`src/rtl/addsub_pipe.sv`:
```
// addsub_pipe: pipelined two's-complement adder/subtractor, one WIDTH/STAGES slice per stage
//   clk, rst         rising-edge clock, synchronous active-high reset
//   in_valid/ready   operand handshake; a, b operands; m = 0 add, 1 subtract
//   out_valid/ready  result handshake; s result
//   c_final          carry (add) or borrow (sub); ovf signed overflow; zero s == 0; neg s msb
//   ADDSUB_PIPE_SATURATE_EN clamps s to the signed range on overflow
module addsub_pipe #(
  parameter int WIDTH  = 16,
  parameter int STAGES = 2
) (
  input  logic             clk,
  input  logic             rst,
  input  logic             in_valid,
  output logic             in_ready,
  input  logic [WIDTH-1:0] a,
  input  logic [WIDTH-1:0] b,
  input  logic             m,
  output logic             out_valid,
  input  logic             out_ready,
  output logic [WIDTH-1:0] s,
  output logic             c_final,
  output logic             ovf,
  output logic             zero,
  output logic             neg
);
  localparam int SW  = WIDTH / STAGES;
  localparam int L   = STAGES - 1;
  localparam int MSB = WIDTH - 1;
  logic w_adv;
  assign w_adv    = !out_valid || out_ready;
  assign in_ready = w_adv;
  for (genvar k = 0; k < STAGES; k++) begin : g_st
    logic [WIDTH-1:0] w_a, w_bx, w_sum, w_sum_n;
    logic             w_m, w_ci, w_v;
    logic [SW:0]      w_add;
    if (k == 0) begin : g_in
      assign w_a   = a;
      assign w_bx  = b ^ {WIDTH{m}};
      assign w_m   = m;
      assign w_ci  = m;
      assign w_sum = '0;
      assign w_v   = in_valid;
    end else begin : g_mid
      assign w_a   = g_st[k-1].g_reg.r_a;
      assign w_bx  = g_st[k-1].g_reg.r_bx;
      assign w_m   = g_st[k-1].g_reg.r_m;
      assign w_ci  = g_st[k-1].g_reg.r_c;
      assign w_sum = g_st[k-1].g_reg.r_sum;
      assign w_v   = g_st[k-1].g_reg.r_v;
    end
    assign w_add   = {1'b0, w_a[k*SW +: SW]} + {1'b0, w_bx[k*SW +: SW]} + (SW+1)'(w_ci);
    // slices above k are still zero in w_sum, so OR drops this slice in place
    assign w_sum_n = w_sum | (WIDTH'(w_add[SW-1:0]) << (k * SW));
    if (k < L) begin : g_reg
      logic [WIDTH-1:0] r_a, r_bx, r_sum;
      logic             r_m, r_c, r_v;
      always_ff @(posedge clk) begin
        if (rst) begin
          r_v   <= 1'b0;
          r_a   <= '0;
          r_bx  <= '0;
          r_sum <= '0;
          r_m   <= 1'b0;
          r_c   <= 1'b0;
        end else if (w_adv) begin
          r_v   <= w_v;
          r_a   <= w_a;
          r_bx  <= w_bx;
          r_sum <= w_sum_n;
          r_m   <= w_m;
          r_c   <= w_add[SW];
        end
      end
    end
  end
  logic [WIDTH-1:0] w_raw, w_s;
  logic             w_amsb, w_ovf;
  assign w_raw  = g_st[L].w_sum_n;
  assign w_amsb = g_st[L].w_a[MSB];
  assign w_ovf  = (w_amsb == g_st[L].w_bx[MSB]) && (w_raw[MSB] != w_amsb);
`ifdef ADDSUB_PIPE_SATURATE_EN
  logic [WIDTH-1:0] w_min;
  assign w_min = WIDTH'(1) << MSB;
  assign w_s   = w_ovf ? (w_amsb ? w_min : ~w_min) : w_raw;
`else
  assign w_s   = w_raw;
`endif
  always_ff @(posedge clk) begin
    if (rst) begin
      out_valid <= 1'b0;
      s         <= '0;
      c_final   <= 1'b0;
      ovf       <= 1'b0;
      zero      <= 1'b0;
      neg       <= 1'b0;
    end else if (w_adv) begin
      out_valid <= g_st[L].w_v;
      s         <= w_s;
      c_final   <= g_st[L].w_add[SW] ^ g_st[L].w_m;
      ovf       <= w_ovf;
      zero      <= w_s == '0;
      neg       <= w_s[MSB];
    end
  end
endmodule

```
`config.mk`:
```
export PLATFORM = sky130hd
export DESIGN_NAME = addsub_pipe
export DESIGN_NICKNAME = d
export VERILOG_FILES = /design/src/rtl/addsub_pipe.sv
export SDC_FILE = /design/constraint.sdc
export NUM_CORES = 1
export LEC_CHECK = 0
export ABC_AREA = 0
export CAP_MARGIN = 25
export CORE_UTILIZATION = 30
export DETAILED_ROUTE_END_ITERATION = 8
export SYNTH_ARGS = -nofsm -noshare
export SYNTH_HDL_FRONTEND = slang
export SYNTH_SLANG_ARGS = --single-unit
```
`constraint.sdc`:
```
create_clock -name clk -period 3.1 [get_ports clk]
set_input_delay 0.775 -clock clk [delete_from_list [all_inputs] [get_ports clk]]
set_output_delay 0.775 -clock clk [all_outputs]
set_load 0.02 [all_outputs]
```
# Word level (Yosys, flattened, before mapping)
# Cells that the tools add are included.
[word_totals] ff_bits=64 out_inout_bits=22
[classes] n_reduce_logical=4 n_addsub=4 n_bitwise=3 n_eq_ne=2
[ops] cell="8-bit by 8-bit adder with 9-bit output" n=2
[ops] cell="9-bit by 1-bit adder with 9-bit output" n=2
[ops] cell="16-bit zero test" n=1
[ops] cell="8-bit by 16-bit bitwise OR with 16-bit output" n=1
[ops] cell="16-bit bitwise XOR" n=1
[ops] cell="1-bit equality test" n=1
[ops] cell="1-bit logical AND" n=1
[ops] cell="1-bit zero test" n=1
[ops] cell="1-bit logical OR" n=1
[ops] cell="1-bit inequality test" n=1
[ops] cell="1-bit bitwise XOR" n=1

# Longest topological paths before layout
# Gate-level depths: netlist (run 1).
[logic_depth] ltp_word=5 mapped_depth=10 depth_no_buf=9

# Worst setup path after synthesis (run 1)
# No wires, ideal clock.
[synth_path] path_type="input to register" startpoint="input port m" endpoint="register g_st[0].g_reg.r_sum[6]" required_time_ns=3.009 path_slack_ns=0.361 arrival_time_ns=2.648 path_stages=9 n_path_buf=2 cell_sequence="buf_6 -> buf_2 -> xor2_1 -> fa_1 -> a21o_1 -> a21o_1 -> a211oi_2 -> o21ai_0 -> a311oi_1"
[synth_via] elab_chain_len=3
[synth_lines] item="from (decl)" line="17" source="input logic m,"
[synth_lines] item="16-bit bitwise XOR" line="38" source="assign w_bx = b ^ {WIDTH{m}};"
[synth_lines] item="8-bit by 8-bit adder with 9-bit output" line="51" source="assign w_add = {1'b0, w_a[k*SW +: SW]} + {1'b0, w_bx[k*SW +: SW]} + (SW+1)'(w_ci);"
[synth_lines] item="9-bit by 1-bit adder with 9-bit output (*)" line="51"
[synth_lines] item="to (signal assigned)" line="69" source="r_sum <= w_sum_n;"
[synth_lines] item="to (decl)" line="55" source="logic [WIDTH-1:0] r_a, r_bx, r_sum;"
# Mark *: on every way between the ends. The rest lies on a longest branch, timed or not.
# A chain may end at the register's enable or synchronous reset.

# Worst setup path after layout (run 1)
[layout_path] startpoint="input port out_ready" endpoint="output port in_ready"
[layout_via] elab_chain_len=1
[layout_lines] item="from (decl)" line="19" source="input logic out_ready,"
[layout_lines] item="1-bit logical OR" line="30" source="assign w_adv = !out_valid || out_ready;"
[layout_lines] item="to (decl)" line="14" source="output logic in_ready,"
# No other way between the ends.

==> flow_metrics.env, run 1 <==
export IMPL_run_status="finished clean"
export IMPL_worstHoldEndpoint="s[12]"
export IMPL_hpwl_um=4250
export IMPL_synthAdderAreaFrac_pct=9.61
export IMPL_top_layer_used="met4"
export IMPL_tightestPinTransition_ps=508
export IMPL_grt_overflow=0
export IMPL_die_area_um2=8520
export IMPL_cts_root_buf="clkbuf_8"
export IMPL_port_buffers=58
export IMPL_ys_seq_elements=47
export IMPL_reg2reg_slack_ps=920
export IMPL_yosysUniqueCellTypes=43
export IMPL_grt_use_total_pct=14.4
export IMPL_hold_path_class="reg2reg"
export IMPL_io_pin_count=59
export IMPL_dr_pass1_iters=4
export IMPL_cp_arrival_ps=2010
export IMPL_synth_area_leader_cell="dfxtp_1"
export IMPL_drv_cap=0
export IMPL_antenna_found_initial=0
export IMPL_yosys_area_share_simple_pct=20.3
export IMPL_clockBufferDepth=2
export IMPL_grt_max_degree=54
export IMPL_p_int_uw=1140
export IMPL_crit_buf_inv=3
export IMPL_path_class="in2out"
export IMPL_critPathCaptureType="output pin"
export IMPL_ys_flop_type="dfxtp_1"
export IMPL_cts_tree="built"
export IMPL_final_cells=457
export IMPL_yosysMostFrequentCell="nand2_1"
export IMPL_avgRoutedWirePerCell_um=12.1
export IMPL_cts_made_buffers=5
export IMPL_path_max_fanout=2
export IMPL_clock_skew_final_ps=7.56
export IMPL_worstPathCellList="clkdlybuf4s50_1, nor2b_2, inv_2, clkdlybuf4s50_1"
export IMPL_syn_inst=296
export IMPL_die_w_um=92.3
export IMPL_rows=32
export IMPL_dpl_cell_count=449
export IMPL_drc=0
export IMPL_critPathSlowestCell="clkdlybuf4s50_1"
export IMPL_power_density_nw_per_um2=495
export IMPL_switching_share_pct=29.8
export IMPL_clock_sinks=47
export IMPL_slew_limit_headroom_pct=66.1
export IMPL_synth_common_cells="nand2_1 (55), dfxtp_1 (47), a21oi_1 (34), nor2_1 (29), xor2_1 (15)"
export IMPL_comb_power_share_pct=27.6
export IMPL_diodes=0
export IMPL_syn_num_nets=350
export IMPL_slew_viol_final=0
export IMPL_synthMuxAreaShare_pct=0.613
export IMPL_start_kind="input pin"
export IMPL_grt_pass1_vias=2175
export IMPL_drt_iter0_drc=67
export IMPL_period_needed_ps=2790
export IMPL_design_power_total_uw=1620
export IMPL_cp_top_family="buffers and inverters"
export IMPL_layout_drive_gt1_share_pct=7.04
export IMPL_hold_path_depth=2
export IMPL_ys_top_cells_by_area="dfxtp_1 (38%), nand2_1 (8.4%), ha_1 (7.2%)"
export IMPL_met1Wirelength_um=2570
export IMPL_via_count=2160
export IMPL_wl_met3_um=248
export IMPL_switching_power_uw=482
export IMPL_nets=408
export IMPL_worstPathRequired_ps=2320
export IMPL_start_util_pct=31.3
export IMPL_seq_power_share_pct=43.9
export IMPL_min_delay_start="s[12]"
export IMPL_synth_xor_area_share_pct=9.30
export IMPL_synth_area_um2=2450
export IMPL_grt_pass1_wl_um=9860
export IMPL_synth_compound_area_share_pct=17.3
export IMPL_pwr_share_clk_pct=28.5
export IMPL_synthArstFlopShare_pct=0
export IMPL_leakagePower_uw=0.00131
export IMPL_worst_slack_ps=311
export IMPL_wl_met2_um=2640
export IMPL_cts_resized=0
export IMPL_drt_wl_total_um=5540
export IMPL_synth_edf_count=0
export IMPL_cts_htree_levels=2
export IMPL_synth_top_family_by_area="simple AND/OR/NAND/NOR gates"
export IMPL_worst_path_stages=4
export IMPL_ant_nets=0
export IMPL_path_clk_slew_ps=80
export IMPL_grt_setup_unrepaired="false"
export IMPL_synth_warnings=0
export IMPL_syn2layout_area_growth_pct=33.5
export IMPL_finalHoldViolCount=0
export IMPL_clkLatencyLatePin_ps=310
export IMPL_reg2reg_to="s[14]"
export IMPL_crit_path_frequent_cell="clkdlybuf4s50_1"
export IMPL_synth_top_cell_area_share_pct=38.4
export IMPL_gp_congestion=0.790
export IMPL_r2r_start="g_st[0].g_reg.r_c"
export IMPL_max_freq_ghz=0.359
export IMPL_vias_per_cell=4.73
export IMPL_setup_violations_final=0
export IMPL_synth_seq_area_share_pct=38.4
export IMPL_place_ws_ps=-5.55
export IMPL_cp_slowest_stage_delay_ps=610
export IMPL_post_cts_setup_buffer_count=0
export IMPL_hold_buffers=0
export IMPL_period_share_pct=90.0
export IMPL_reg2reg_depth=9
export IMPL_vdd_drop_max_mv=0.181
export IMPL_utilization_pct=41.9
export IMPL_postSynthAreaPerCell_um2=8.27
export IMPL_core_um2=7810
export IMPL_die_h_um=92.3
[metal layers]
metal,vias up,track usage [%]
met1,987,17.4
met4,0,5.08
li1,1121,-
met3,6,3.69
met2,46,24.6
met5,-,0
[tightest hold or removal path: stages, from the launching register on]
cell and delay [ps]:
dfxtp_1 320, nand2_1 50, a21oi_1 50
[worst max path at each step]
stage / endpoint / start / slack, ps
6_report: in_ready / out_ready / 310
5_1_grt: g_st[0].g_reg.r_sum[7] / m / 130
4_1_cts: in_ready / out_ready / 300
3_5_place_dp: g_st[0].g_reg.r_sum[7] / m / -6
3_3_place_gp: g_st[0].g_reg.r_sum[6] / b[0] / 40
2_1_floorplan: g_st[0].g_reg.r_sum[6] / m / 360
[cell usage in the layout (no fill, tap or decap), drive strengths merged, types with 2 or more instances in the layout]
| cell type | n |
|---|---|
| nor2 | 29 |
| nand2b | 2 |
| a211oi | 15 |
| o21ai | 8 |
| a21oi | 34 |
| inv | 8 |
| clkdlybuf4s50 | 58 |
| fa | 3 |
| dfxtp | 47 |
| buf | 10 |
| nor3 | 4 |
| or3 | 4 |
| nor3b | 2 |
| clkbuf | 5 |
| nand3 | 6 |
| xnor2 | 11 |
| ha | 14 |
| a21o | 4 |
| nand2 | 55 |
| nand3b | 3 |
| xor2 | 15 |
| a31oi | 2 |
[cells by family (layout without fill, tap and decap cells)]
group,Yosys count,after routing
AO/OA/AOI/OAI,69,69
XOR/XNOR,26,26
adder cells (fa/ha/maj),17,17
buffers and inverters,24,83
flip-flops,47,47
multiplexers,1,1
AND/OR/NAND/NOR,112,112
[power groups by stage]
stage	logic [uW]	clock network, uW	registers (uW)
2_1_floorplan	249	0	748
3_3_place_gp	443	0	725
3_5_place_dp	449	0	725
4_1_cts	452	476	711
5_1_grt	498	499	719
6_report	447	462	710
[registers in the layout, indices dropped and copies added, names as in the netlist, 8 cells and up]
name and count:
g_st.g_reg.r_a 8, g_st.g_reg.r_sum 8, g_st.g_reg.r_bx 8, s 16
[final cells by class]
cell class / count / area [um^2]
Clock buffer: 5 / 68.8
Clock inverter: 3 / 46.3
Fill cell: 790 / 4540
Inverter: 7 / 26.3
Multi-Input combinational cell: 225 / 1400
Sequential cell: 47 / 941
Tap cell: 102 / 128
Timing Repair Buffer: 68 / 656
[stage by stage]
step                setup TNS, ps  hold WS [ps]  area [um^2]
finish                          0           455         3270
global route                    0           478         3270
CTS                             0           459         3270
detailed placement          -5.55           445         3150
global placement                0           438         3150
floorplan                       0           432         2450
Power figures use the tool's default switching activity.
==> run 2: changes to the inputs <==
--- a/config.mk
+++ b/config.mk
@@ -9,6 +9,8 @@
 export CAP_MARGIN = 25
 export CORE_UTILIZATION = 30
 export DETAILED_ROUTE_END_ITERATION = 8
+export SETUP_SLACK_MARGIN = 0.5
+export SKIP_LAST_GASP = 1
 export SYNTH_ARGS = -nofsm -noshare
 export SYNTH_HDL_FRONTEND = slang
 export SYNTH_SLANG_ARGS = --single-unit
==> flow_metrics.env, run 2 (synthesis results as in run 1) <==
export IMPL_run_status="finished clean"
export IMPL_port_buffers=58
export IMPL_path_class="in2out"
export IMPL_grt_pass1_wl_um=9860
export IMPL_slew_limit_headroom_pct=68.1
export IMPL_hold_buffers=0
export IMPL_hold_path_class="reg2reg"
export IMPL_io_pin_count=59
export IMPL_vias_per_cell=4.80
export IMPL_grt_use_total_pct=14.6
export IMPL_die_w_um=92.3
export IMPL_worstPathRequired_ps=2320
export IMPL_cts_htree_levels=2
export IMPL_layout_common_cells="nand2_1 (55), clkdlybuf4s50_1 (54), dfxtp_1 (47)"
export IMPL_setup_violations_final=0
export IMPL_worstHoldEndpoint="s[12]"
export IMPL_cts_root_buf="clkbuf_8"
export IMPL_layout_drive_gt1_share_pct=7.34
export IMPL_dr_pass1_iters=4
export IMPL_clock_skew_final_ps=6.11
export IMPL_gp_congestion=0.760
export IMPL_path_max_fanout=2
export IMPL_clock_sinks=47
export IMPL_grt_pass1_vias=2119
export IMPL_layout_commonest_cell="nand2_1"
export IMPL_ant_nets=0
export IMPL_max_freq_ghz=0.394
export IMPL_grt_max_degree=54
export IMPL_core_um2=7810
export IMPL_start_util_pct=31.3
export IMPL_rows=32
export IMPL_period_needed_ps=2540
export IMPL_avgRoutedWirePerCell_um=12.4
export IMPL_finalHoldViolCount=0
export IMPL_start_kind="input pin"
export IMPL_diodes=0
export IMPL_drc=0
export IMPL_path_clk_slew_ps=90
export IMPL_cts_tree="built"
export IMPL_largest_register_ffs=16
export IMPL_finalSetupTns_ps=0
export IMPL_critPathCaptureType="output pin"
export IMPL_hold_path_depth=2
export IMPL_grt_setup_unrepaired="false"
export IMPL_die_area_um2=8520
export IMPL_via_count=2191
export IMPL_reg2reg_slack_ps=940
export IMPL_syn2layout_area_growth_pct=33.2
export IMPL_clkLatencyLatePin_ps=300
export IMPL_cp_slowest_stage_delay_ps=450
export IMPL_period_share_pct=81.9
export IMPL_tightestPinTransition_ps=478
export IMPL_worstPathCellList="clkdlybuf4s50_1, nor2b_4, inv_2, dlygate4sd2_1"
export IMPL_vdd_drop_max_mv=0.203
export IMPL_slew_viol_final=0
export IMPL_grt_overflow=0
export IMPL_min_delay_start="s[12]"
export IMPL_drv_cap=0
export IMPL_power_density_nw_per_um2=496
export IMPL_placed_cell_area_um2=3140
export IMPL_cp_arrival_ps=1760
export IMPL_cts_made_buffers=5
export IMPL_hpwl_um=4350
export IMPL_r2r_start="g_st[0].g_reg.r_c"
export IMPL_reg2reg_depth=9
export IMPL_clockBufferDepth=2
export IMPL_critPathSlowestCell="clkdlybuf4s50_1"
export IMPL_regMostFlops="s"
export IMPL_antenna_found_initial=0
export IMPL_hold_slack_ps=455
export IMPL_drt_iter0_drc=59
export IMPL_drt_wl_total_um=5650
export IMPL_leakagePower_uw=0.00131
export IMPL_nets=407
export IMPL_reg2reg_to="s[14]"
export IMPL_die_h_um=92.3
export IMPL_fin_area_um2=3260
run 2: changes by cell type in the layout (fill, tap and decap cells not counted), moves of 2 or more:
cell             previous run  this run
clkdlybuf4s50_1            58        54
dlygate4sd2_1               0         3
o21ai_0                     7         5
o21ai_1                     1         3
run 2: what timing repair did:
action                                  in CTS  in global routing
buffers inserted                             1                  0
pin swaps                                    3                  2
endpoints found under the setup margin       4                  4
gates resized for setup                      5                  3
run 2: through the flow:
| step | util, % | total power, uW | worst slack [ps] | std cells |
|---|---|---|---|---|
| floorplan | - | 998 | 526 | 296 |
| global placement | 40.2 | 1160 | 71.0 | 447 |
| detailed placement | 40.2 | 1170 | 8.64 | 447 |
| CTS | 41.7 | 1640 | 533 | 456 |
| global route | 41.7 | 1720 | 507 | 456 |
| finish | 41.7 | 1620 | 561 | 456 |
run 2: final cells by class:
cell class / count / area (um^2)
Clock inverter: 3 / 46.3
Tap cell: 102 / 128
Timing Repair Buffer: 67 / 639
Inverter: 7 / 26.3
Fill cell: 804 / 4550
Multi-Input combinational cell: 225 / 1410
Clock buffer: 5 / 68.8
Sequential cell: 47 / 941
run 2: how the worst max path moves through the flow:
stage	from	to	slack [ps]
after floorplan	m	g_st[0].g_reg.r_c	530
after global placement	m	g_st[0].g_reg.r_sum[7]	70
after detailed placement	m	g_st[0].g_reg.r_sum[7]	9
after CTS	out_ready	in_ready	530
after global routing	b[0]	g_st[0].g_reg.r_c	510
final	out_ready	in_ready	560
run 2: metal layers:
layer / GRT usage (%) / vias to the layer above / wire length, um / share of wire, %
met3: 3.28 / 6 / 223 / 4.0
met2: 24.0 / 48 / 2690 / 48
met4: 5.08 / 0 / 85 / 1.5
met1: 18.6 / 1012 / 2650 / 47
li1: - / 1125 / - / -
met5: 0 / - / 0 / 0
run 2: where the power goes:
| part | internal, uW | switching (uW) |
|---|---|---|
| registers | 668 | 42.9 |
| logic | 224 | 220 |
| clock network | 243 | 220 |
| total | 1140 | 483 |
run 2: critical path, delay by kind of cell:
family,cells,cell delay [ps]
buf+inv,3,840
simple gates,1,150
==> run 3: changes to the inputs <==
==> constraint.sdc (replaced) <==
create_clock -name clk -period 2.1 [get_ports clk]
set_input_delay 0.525 -clock clk [delete_from_list [all_inputs] [get_ports clk]]
set_output_delay 0.525 -clock clk [all_outputs]
set_load 0.02 [all_outputs]
==> flow_metrics.env, run 3 (synthesis results as in run 1) <==
export IMPL_switching_power_uw=783
export IMPL_hpwl_um=4370
export IMPL_drc=0
export IMPL_start_kind="input pin"
export IMPL_drv_cap=0
export IMPL_cts_made_buffers=5
export IMPL_vdd_drop_max_mv=0.353
export IMPL_via_count=2281
export IMPL_path_clk_slew_ps=90
export IMPL_slew_limit_headroom_pct=72.2
export IMPL_clkLatencyLatePin_ps=310
export IMPL_clockBufferDepth=2
export IMPL_largest_register_ffs=16
export IMPL_die_h_um=92.3
export IMPL_setup_violations_final=0
export IMPL_power_density_nw_per_um2=719
export IMPL_worstPathRequired_ps=2320
export IMPL_final_cells=483
export IMPL_layout_common_cells="nand2_1 (55), dfxtp_1 (45), a21oi_1 (28)"
export IMPL_drt_iter0_drc=54
export IMPL_slew_viol_final=0
export IMPL_dr_pass1_iters=4
export IMPL_cts_tree="built"
export IMPL_run_status="finished clean"
export IMPL_pwr_share_clk_pct=29.8
export IMPL_dpl_cell_count=466
export IMPL_io_pin_count=59
export IMPL_syn2layout_area_growth_pct=52.1
export IMPL_start_util_pct=31.3
export IMPL_seq_power_share_pct=39.5
export IMPL_cts_root_buf="clkbuf_8"
export IMPL_hold_slack_ps=453
export IMPL_fillCellCount=768
export IMPL_place_ws_ps=-672
export IMPL_max_freq_ghz=0.481
export IMPL_gp_congestion=0.784
export IMPL_finalSetupTns_ps=0
export IMPL_hold_buffers=0
export IMPL_p_int_uw=1890
export IMPL_finalHoldViolCount=0
export IMPL_period_share_pct=99.0
export IMPL_leakagePower_uw=0.00160
export IMPL_clock_sinks=47
export IMPL_avgRoutedWirePerCell_um=12.2
export IMPL_antenna_found_initial=0
export IMPL_switching_share_pct=29.3
export IMPL_hold_path_class="reg2reg"
export IMPL_grt_pass1_wl_um=9990
export IMPL_period_needed_ps=2080
export IMPL_grt_max_degree=40
export IMPL_critPathCaptureType="flop"
export IMPL_multi_input_area_um2=1620
export IMPL_core_um2=7810
export IMPL_ant_nets=0
export IMPL_clock_skew_final_ps=6.47
export IMPL_die_area_um2=8520
export IMPL_path_class="in2reg"
export IMPL_worst_slack_ps=21.4
export IMPL_layout_drive_gt1_share_pct=23.4
export IMPL_drt_wl_total_um=5910
export IMPL_comb_power_share_pct=30.7
export IMPL_cts_htree_levels=2
export IMPL_vias_per_cell=4.72
export IMPL_path_max_fanout=4
export IMPL_register_area_um2=946
export IMPL_rows=32
export IMPL_tightestPinTransition_ps=417
export IMPL_layout_commonest_cell="nand2_1"
export IMPL_grt_overflow=0
export IMPL_nets=434
export IMPL_diodes=0
export IMPL_port_buffers=58
export IMPL_grt_pass1_vias=2157
export IMPL_cp_arrival_ps=2300
export IMPL_grt_setup_unrepaired="true"
export IMPL_regMostFlops="s"
export IMPL_design_power_total_uw=2680
export IMPL_grt_use_total_pct=14.6
export IMPL_die_w_um=92.3
## run 3: changes by cell type in the layout (fill, tap and decap cells not counted), moves of 6 or more
cell / previous run / this run
buf_6: 0 / 12
buf_4: 9 / 25
a21oi_1: 34 / 28
dlygate4sd2_1: 3 / 25
clkdlybuf4s50_1: 54 / 27
## run 3: worst paths after layout
check / cells past startpoint / to / start / slack (ps)
worst max-delay path: 10 / g_st[0].g_reg.r_sum[6] / m / 20
worst min-delay path: 2 / ovf / ovf / 450
worst max register to register: 9 / c_final / g_st[0].g_reg.r_c / 120
worst min register to register: 2 / ovf / ovf / 450
## run 3: critical path, stage by stage
cell	delay (ps)
buf_8	100
buf_6	120
buf_6	110
xor2_1	150
ha_1	320
buf_6	110
a21o_1	180
a211oi_4	90
or3_1	350
a311oi_1	250
## run 3: layout make-up
cell class	instances	area share (%)
tap	102	3.43
clock buffer	5	1.85
clock inverter	3	1.82
timing repair buffer	94	23.2
inverter	7	0.706
multi-input combinational	225	43.6
sequential	47	25.4
## run 3: stage by stage
| step | cell area [um^2] | utilization, % |
|---|---|---|
| 6_report | 3720 | 47.7 |
| 5_1_grt | 3720 | 47.7 |
| 2_1_floorplan | 2560 | - |
| 3_3_place_gp | 3380 | 43.3 |
| 3_5_place_dp | 3380 | 43.3 |
| 4_1_cts | 3620 | 46.4 |
## run 3: metal layers
metal / track usage [%] / wire, um
met1: 17.4 / 2710
met4: 5.34 / 109
met5: 0 / 0
met2: 25.4 / 2830
met3: 3.20 / 259
## run 3: repair_timing
action | 4_1_cts | 5_1_grt
setup endpoints to repair | 55 | 16
pin swaps | 34 | 14
resized for setup | 74 | 17
setup buffers | 7 | 2
## run 3: power by group through the flow
| stage | combinational, uW | sequential [uW] | clock [uW] |
|---|---|---|---|
| after global routing | 901 | 1070 | 853 |
| after global placement | 733 | 1070 | 0 |
| after detailed placement | 743 | 1080 | 0 |
| final | 823 | 1060 | 797 |
| after CTS | 779 | 1060 | 819 |
| after floorplan | 403 | 1110 | 0 |
